File: src/rtl/imem_loader_pkg.sv
// imem_loader_pkg: shared state encoding and stream-format constants for the loader.
// IMEM_LOADER_CKSUM_EN adds the CHK state and the checksum seed.
`default_nettype none

package imem_loader_pkg;

  localparam int HDR_BYTES      = 2;
  localparam int BYTES_PER_WORD = 4;

`ifdef IMEM_LOADER_CKSUM_EN
  localparam logic [7:0] CKSUM_INIT = 8'h00;
`endif

  typedef enum logic [2:0] {
    S_IDLE = 3'd0,
    S_HDR0 = 3'd1,
    S_HDR1 = 3'd2,
    S_DATA = 3'd3,
`ifdef IMEM_LOADER_CKSUM_EN
    S_CHK  = 3'd4,
`endif
    S_DONE = 3'd5,
    S_ERR  = 3'd6
  } state_e;

endpackage

`default_nettype wire

File: src/rtl/imem_loader_word.sv
// word_assembler: places stream bytes little-endian into a 32-bit word and
// flags the byte that completes it.
`default_nettype none

module word_assembler
  import imem_loader_pkg::*;
(
  input  logic        CLK,
  input  logic        RST,
  input  logic        clear,
  input  logic        byte_en,
  input  logic [7:0]  byte_in,
  output logic [31:0] word,
  output logic        word_complete
);

  localparam int KW = $clog2(BYTES_PER_WORD);

  logic [KW-1:0] k_q, k_d;
  logic [31:0]   word_q, word_d;

  // word is the current word with the incoming byte already merged, so the
  // top can capture the full word on the completing handshake.
  always_comb begin
    word                    = word_q;
    word[{k_q, 3'b000} +: 8] = byte_in;
    word_complete           = byte_en && (k_q == KW'(BYTES_PER_WORD - 1));
    k_d                     = k_q;
    word_d                  = word_q;
    if (clear) begin
      k_d    = '0;
      word_d = '0;
    end else if (byte_en) begin
      k_d    = k_q + 1'b1;
      word_d = word;
    end
  end

  always_ff @(posedge CLK or posedge RST) begin
    if (RST) begin
      k_q    <= '0;
      word_q <= '0;
    end else begin
      k_q    <= k_d;
      word_q <= word_d;
    end
  end

endmodule

`default_nettype wire

File: src/rtl/imem_loader.sv
// imem_loader: boot-time instruction-memory writer fed by a byte stream; holds the
// core in reset until loaded. IMEM_LOADER_CKSUM_EN adds a trailing XOR checksum byte.
`default_nettype none

module imem_loader
  import imem_loader_pkg::*;
#(
  parameter int ADDR_W = 8
) (
  input  logic        CLK,
  input  logic        RST,
  input  logic        start,
  input  logic        in_valid,
  input  logic [7:0]  in_data,
  output logic        in_ready,
  output logic        we,
  output logic [31:0] waddr,
  output logic [31:0] wdata,
  output logic        cpu_rst,
  output logic        busy,
  output logic        done,
  output logic        err
);

  localparam int DEPTH = 2 ** ADDR_W;
  localparam int IW    = ADDR_W + 1;
  localparam int CW    = 8 * HDR_BYTES;

  state_e               state_q, state_d, after_data;
  logic [CW-1:0]        cnt_q, cnt_d, hdr_cnt;
  logic [IW-1:0]        widx_q, widx_d, widx_inc;
  logic                 we_q, we_d;
  logic [31:0]          waddr_q, waddr_d, wdata_q, wdata_d;
  logic                 fire, asm_clear, asm_en, word_complete;
  logic [31:0]          asm_word;
`ifdef IMEM_LOADER_CKSUM_EN
  logic [7:0]           cksum_q, cksum_d;
  assign after_data = S_CHK;
`else
  assign after_data = S_DONE;
`endif

  always_comb begin
    in_ready = 1'b0;
    case (state_q)
      S_HDR0, S_HDR1, S_DATA: in_ready = 1'b1;
`ifdef IMEM_LOADER_CKSUM_EN
      S_CHK:                  in_ready = 1'b1;
`endif
      default:                in_ready = 1'b0;
    endcase
  end

  assign busy     = in_ready;
  assign done     = (state_q == S_DONE);
  assign err      = (state_q == S_ERR);
  assign cpu_rst  = !done;
  assign we       = we_q;
  assign waddr    = waddr_q;
  assign wdata    = wdata_q;

  assign fire     = in_valid && in_ready;
  assign asm_en   = fire && (state_q == S_DATA);
  assign hdr_cnt  = {in_data, cnt_q[7:0]};
  assign widx_inc = widx_q + 1'b1;

  word_assembler u_asm (
    .CLK           (CLK),
    .RST           (RST),
    .clear         (asm_clear),
    .byte_en       (asm_en),
    .byte_in       (in_data),
    .word          (asm_word),
    .word_complete (word_complete)
  );

  always_comb begin
    state_d   = state_q;
    cnt_d     = cnt_q;
    widx_d    = widx_q;
    we_d      = 1'b0;
    waddr_d   = waddr_q;
    wdata_d   = wdata_q;
    asm_clear = 1'b0;
`ifdef IMEM_LOADER_CKSUM_EN
    cksum_d   = cksum_q;
`endif
    case (state_q)
      S_IDLE, S_DONE, S_ERR: begin
        if (start) begin
          state_d   = S_HDR0;
          widx_d    = '0;
          asm_clear = 1'b1;
`ifdef IMEM_LOADER_CKSUM_EN
          cksum_d   = CKSUM_INIT;
`endif
        end
      end
      S_HDR0: begin
        if (fire) begin
          cnt_d[7:0] = in_data;
          state_d    = S_HDR1;
        end
      end
      S_HDR1: begin
        if (fire) begin
          cnt_d = hdr_cnt;
          if ({1'b0, hdr_cnt} > (CW + 1)'(DEPTH)) state_d = S_ERR;
          else if (hdr_cnt == '0)                state_d = after_data;
          else                                   state_d = S_DATA;
        end
      end
      S_DATA: begin
        if (fire) begin
`ifdef IMEM_LOADER_CKSUM_EN
          cksum_d = cksum_q ^ in_data;
`endif
          if (word_complete) begin
            we_d    = 1'b1;
            waddr_d = 32'({widx_q, 2'b00});
            wdata_d = asm_word;
            widx_d  = widx_inc;
            // Leave on the same edge that registers the last write.
            if (32'(widx_inc) == 32'(cnt_q)) state_d = after_data;
          end
        end
      end
`ifdef IMEM_LOADER_CKSUM_EN
      S_CHK: begin
        if (fire) state_d = (in_data == cksum_q) ? S_DONE : S_ERR;
      end
`endif
      default: state_d = S_IDLE;
    endcase
  end

  always_ff @(posedge CLK or posedge RST) begin
    if (RST) begin
      state_q <= S_IDLE;
      cnt_q   <= '0;
      widx_q  <= '0;
      we_q    <= 1'b0;
      waddr_q <= '0;
      wdata_q <= '0;
`ifdef IMEM_LOADER_CKSUM_EN
      cksum_q <= '0;
`endif
    end else begin
      state_q <= state_d;
      cnt_q   <= cnt_d;
      widx_q  <= widx_d;
      we_q    <= we_d;
      waddr_q <= waddr_d;
      wdata_q <= wdata_d;
`ifdef IMEM_LOADER_CKSUM_EN
      cksum_q <= cksum_d;
`endif
    end
  end

endmodule

`default_nettype wire

File: config.mk
export PLATFORM = sky130hd
export DESIGN_NAME = imem_loader
export DESIGN_NICKNAME = d
export VERILOG_FILES = /design/src/rtl/imem_loader_pkg.sv /design/src/rtl/imem_loader_word.sv /design/src/rtl/imem_loader.sv
export SDC_FILE = /design/constraint.sdc
export NUM_CORES = 1
export LEC_CHECK = 0
export ABC_AREA = 1
export CAP_MARGIN = 10
export CORE_AREA = 2 2 107 109
export DETAILED_ROUTE_END_ITERATION = 16
export DIE_AREA = 0 0 109 111
export PLACE_DENSITY = 0.68
export REMOVE_ABC_BUFFERS = 1
export SLEW_MARGIN = 5
export SYNTH_ARGS = -nofsm -noshare
export SYNTH_HDL_FRONTEND = slang
export SYNTH_SLANG_ARGS = --single-unit
File: constraint.sdc
create_clock -name CLK -period 6.1 [get_ports CLK]
set_clock_uncertainty 0.05 [all_clocks]
set_input_delay 1.83 -clock CLK [delete_from_list [all_inputs] [get_ports CLK]]
set_output_delay 1.83 -clock CLK [all_outputs]
set_load 0.005 [all_outputs]
[Word level (Yosys, flattened, before mapping)]
Cells that the tools add are included.
Operators by class
  muxes and demuxes: 26
  shift operators: 2
  add/subtract/negate cells: 3
  bitwise operators: 1
  magnitude comparators: 1
  reduce and logical (&&, ||, !) cells: 15
  equal/unequal tests: 13
Operator list (count)
  two-way mux 32 bit: 2
  bitwise mux 32 bit: 1
  variable shift 8 x 7 -> 32 bit (first input constant): 1
  variable part select 8 x 7 -> 32 bit: 1
  two-way mux 9 bit: 3
  two-way mux 3 bit: 8
  one-hot mux 9 bit (2 select lines): 1
  equality test 9 x 16 -> 1 bit: 1
  > comparator 16 x 9 -> 1 bit (second input constant): 1
  zero test 16 bit: 1
  one-hot mux 8 bit (2 select lines): 1
  one-hot mux 3 bit (4 select lines): 1
  adder 9 x 1 -> 9 bit (second input constant): 1
  two-way mux 8 bit: 1
  != test 2 bit (second input constant): 4
  negator 5 -> 7 bit: 1
  equality test 3 x 2 -> 1 bit (second input constant): 2
  equality test 3 bit (second input constant): 2
  two-way mux 1 bit: 6
  AND reduction 3 bit: 2
  AND reduction 6 bit: 1
  OR reduction 3 bit: 2
  two-way mux 2 bit: 2
  != test 2 x 1 -> 1 bit (second input constant): 2
  other kinds (10): 13
Word-level totals
  register bits after elaboration: 104
  output and inout bits: 70
  logic and storage cells: 70
  input bits: 12

[Logic depth before layout (Yosys ltp)]
  depth after elaboration: 9
  gate-level depth with buffers: 14
  mapped depth without buffers: 14

[Hierarchy]
Synthesis repeated with hierarchy kept, for this count alone.
Second synthesis, totals
  cell total of the unflattened synthesis: 717
  area, all modules: 5312.6 um^2
By module, submodules not included
  imem_loader: sequential area each 1751.7 um^2, cells each 431, instances 1, area each 3410.8 um^2
  word_assembler: sequential area each 850.8 um^2, cells each 286, instances 1, area each 1901.8 um^2

[Worst setup path after synthesis]
No wires, ideal clock.
  path type: register to output
  start point: register state_q[0]
  end point: output in_ready
  stages on the path, launching flop included: 4
  buffers on the path: 1
  data required time: 4.220 ns
  arrival: 0.986 ns
  setup slack: 3.234 ns
  cell sequence: dfrtp_1 o21ai_1 inv_1 buf_4
Between the ends
  cells in the longest elaborated chain, start to end: 3
  elaborated cells on any way between the ends: 5
  those cells by class: 3 x eq/ne; 1 x mux; 1 x reduce/logical
RTL lines
  from (decl): line imem_loader.sv:29  | state_e state_q, state_d, after_data;
  from (signal assigned): line imem_loader.sv:149  | state_q <= state_d;
  equality test 3 x 1 -> 1 bit / equality test 3 x 2 -> 1 bit (equally long branches): line imem_loader.sv:45  | case (state_q)
  OR reduction 3 bit *: line imem_loader.sv:45
  two-way mux 1 bit *: line imem_loader.sv:45
  to (decl): line imem_loader.sv:15  | output logic in_ready,
Every way passes the cells marked *; elsewhere a longest branch is shown, timed or not.

[Final worst setup path]
  start point: input in_valid
  end point: register widx_q[0]
Between the ends
  cells in the longest elaborated chain, start to end: 5
  elaborated cells on any way between the ends: 6
  those cells by class: 2 x eq/ne; 4 x reduce/logical
RTL lines
  from (decl): line imem_loader.sv:13  | input logic in_valid,
  logical AND 1 bit *: line imem_loader.sv:62  | assign fire = in_valid && in_ready;
  logical AND 1 bit: line imem_loader.sv:63  | assign asm_en = fire && (state_q == S_DATA);
  logical AND 1 bit: line imem_loader_word.sv:27  | word_complete = byte_en && (k_q == KW'(BYTES_PER_WORD - 1));
  != test 2 x 1 -> 1 bit (no line)
  AND reduction 4 bit (no line) *
  to (signal assigned): line imem_loader.sv:151  | widx_q <= widx_d;
  to (decl): line imem_loader.sv:31  | logic [IW-1:0] widx_q, widx_d, widx_inc;
Marks and branches as above.
A chain may end at the register's enable or synchronous reset.

==> flow_summary_export.csv <==
group,metric,value,unit
run_status,status,"finished clean",
sta,drv_slew,0,
synthesis,ys_warn_count,0,
worst_setup_path,end_kind,"register",
clock_tree,cts_root_buf,"clkbuf_16",
power_and_ir_drop,seq_power_share,41.5,%
worst_setup_path,cp_top_family,"buffers and inverters",
drt,detail-route-antenna-nets,0,
sta,rsz0062_at_grt,"false",
synthesis,yosysTopAreaCell,"dfrtp_1",
clock_tree,clk_pin_slew_worst_paths,60,ps
drt,post_drt_wl_per_cell,13.2,µm
place,gp_congestion,0.869,
sta,post-route-min-period,3840,ps
drt,drc,0,
synthesis,syn_inst,602,
worst_setup_path,critPathMaxStageDelay,580,ps
worst_setup_path,path_cells,"clkdlybuf4s50_1 -> nand2_2 -> nor2_4 -> inv_2 -> nor2_1 -> o21bai_1",
worst_setup_path,worst-endpoint-required,6320,ps
run,max-cap-violations,0,
grt,grt_pass1_vias,3967,
sta,worstMarginPinSlew,1050,ps
power_and_ir_drop,powerDensity,336,mW/mm²
synthesis,syn_area,0.00480,mm²
clock_tree,cts.sinks,97,
sta,timing.final.crit_share,62.9,%
place,place_hpwl,7330,µm
power_and_ir_drop,clkPwrFrac,31.5,%
place,io_buffers,58,
layout,insertedDiodeCount,0,
clock_tree,clock_latency,340,ps
worst_setup_path,cp_max_fo,58,
layout,layout_common_cells,"nand2_1, dfrtp_1, inv_1",
clock_tree,cts_tree,"yes",
grt,antenna_found_initial,0,
drt,drtIter0Drc,219,
grt,grt_usage,19.0,%
clock_tree,h-tree-depth,3,
die,rows,39,
synthesis,syn_area_per_cell,7.97,µm²
drt,first_pass_iters,5,
layout,final_core_util,51.2,%
clock_tree,post_cts_buffers,0,
sta,fin_ws,2260,ps
place,place_ws,1900,ps
worst_setup_path,path_buf_inv,2,
worst_setup_path,critPathKind,"in -> reg",
grt,grt_pass1_wl,18600,µm
layout,final_common_cell,"nand2_1",
grt,gr-total-overflow,0,
die,start_util,43.3,%
clock_tree,clock_path_buffers,2,
worst_setup_path,startpoint_type,"primary input",
synthesis,ys_seq_area_share,50.6,%
drt,dr_total_vias,4040,
synthesis,synth_cell_type_count,31,
sta,finalSetupTns,0,ps
worst_hold_path,hold_path.class,"reg -> reg",
layout,finalNetCount,666,
power_and_ir_drop,power.share.switching,34.0,%
worst_setup_path,critPathSlowestCell,"clkdlybuf4s50_1",
power_and_ir_drop,net-switching-power,0.649,mW
layout,drive_above_1_share,4.44,%
sta,relSlewSlack,30.1,%
worst_setup_path,crit_arrival,4050,ps
die,die_x,109,µm
clock_tree,hold_buffers,0,
sta,finalHoldViolCount,0,
power_and_ir_drop,p_int,1.26,mW
die,core,0.0111,mm²
sta,clock.fmax,0.261,GHz
power_and_ir_drop,p_comb_share,27.0,%
place,dpl_cell_area,0.00536,mm²
grt,grt_max_degree,62,
drt,via_per_inst,5.08,
clock_tree,ctsResizeCount,0,
drt,routed_wl,10500,µm
clock_tree,numCtsBuffers,9,
synthesis,synthTopCellsByArea,"dfrtp_1, nand2_1, o21ai_0",
power_and_ir_drop,p_leak,2.64,nW
die,die_height,111,µm
die,io_pins,82,
layout,finish.instance_area,0.00567,mm²
layout,syn_to_final_growth,18.3,%
power_and_ir_drop,ir_worst_vdd,178,µV
synthesis,synth_top_cell_area_share,50.6,%
die,fp.dieArea,0.0121,mm²
synthesis,synth_seq_cells,97,
sta,setup_viol,0,
[power by group through the flow]
stage	registers, mW	logic (mW)	clock network (mW)
floorplan	0.787	0.375	0
global placement	0.800	0.504	0
detailed placement	0.801	0.516	0
CTS	0.791	0.517	0.615
global route	0.803	0.595	0.639
finish	0.792	0.515	0.602
[area by class of cell]
cell class,instances,area [µm²]
Inverter,67,253
Clock buffer,11,233
Timing Repair Buffer,59,588
Clock inverter,5,78.8
Tap cell,143,179
Multi-Input combinational cell,414,1920
Sequential cell,97,2430
Fill cell,1052,5400
[synthesized netlist by cell type]
master	instances
o21bai_1	1
nand3_4	1
a21oi_1	3
nand3b_1	3
ha_1	6
conb_1	1
o22ai_1	11
and2_1	1
buf_4	24
a32oi_1	6
nand3_1	30
o21ai_0	57
nor2_2	2
nor3_1	3
clkbuf_1	7
nor2_1	38
buf_2	11
a22oi_1	1
inv_1	63
clkbuf_2	1
nor2_4	3
nand2_1	188
nor3_2	1
buf_1	2
inv_2	4
buf_6	1
dfrtp_1	97
nand2_2	2
nand4_1	13
o21ai_1	20
o21a_1	1
[path summary, 6_finish.rpt]
kind                       startpoint   endpoint  slack, ps  cells after the start
min                          wdata[0]   wdata[0]        430                      2
min reg2reg                  wdata[0]   wdata[0]        430                      2
max                          in_valid  widx_q[0]       2260                      6
max in group asynchronous         RST         we       2980                      3
max reg2reg                state_q[2]  widx_q[0]       3370                      8
min in group asynchronous         RST  wdata[20]       1990                      2
[per-stage QoR]
step | hold slack [ps] | instances | power [mW]
3_5_place_dp | 413 | 780 | 1.32
2_1_floorplan | 398 | 578 | 1.16
5_1_grt | 450 | 796 | 2.04
4_1_cts | 433 | 796 | 1.92
3_3_place_gp | 411 | 780 | 1.30
6_report | 427 | 796 | 1.91
[layer usage]
metal | vias to the layer above | routed length (µm) | track usage [%]
li1 | 1973 | - | -
met3 | 18 | 513 | 4.12
met5 | - | 0 | 0
met4 | 0 | 174 | 5.56
met1 | 1941 | 4680 | 25.5
met2 | 108 | 5160 | 30.6
[cell families (layout without fill, tap and decap cells)]
logic type,count (synthesis),in the layout,share of synthesized area [%]
other cells,1,23,0.0782
fa+ha+maj,6,6,1.56
buf+inv,113,142,11.2
compound gates,100,100,11.3
flops,97,97,50.6
simple gates,285,285,25.2
[state kept, by name, indices dropped and copies added, names as in the netlist]
name and flops:
wdata 32, waddr 9, cnt_q 16, we 1
state_q 3, widx_q 9, u_asm.k_q 2, u_asm.word_q 25
[worst register-to-register path, stage by stage, from the launching register on]
cell      delay, ps
dfrtp_1         430
inv_1           130
nand2_1         110
nor2_4          260
nand2_2         230
nor2_4          510
inv_2           530
nor2_1          270
o21bai_1        140
Note: power is estimated with default switching activity, not from simulation.
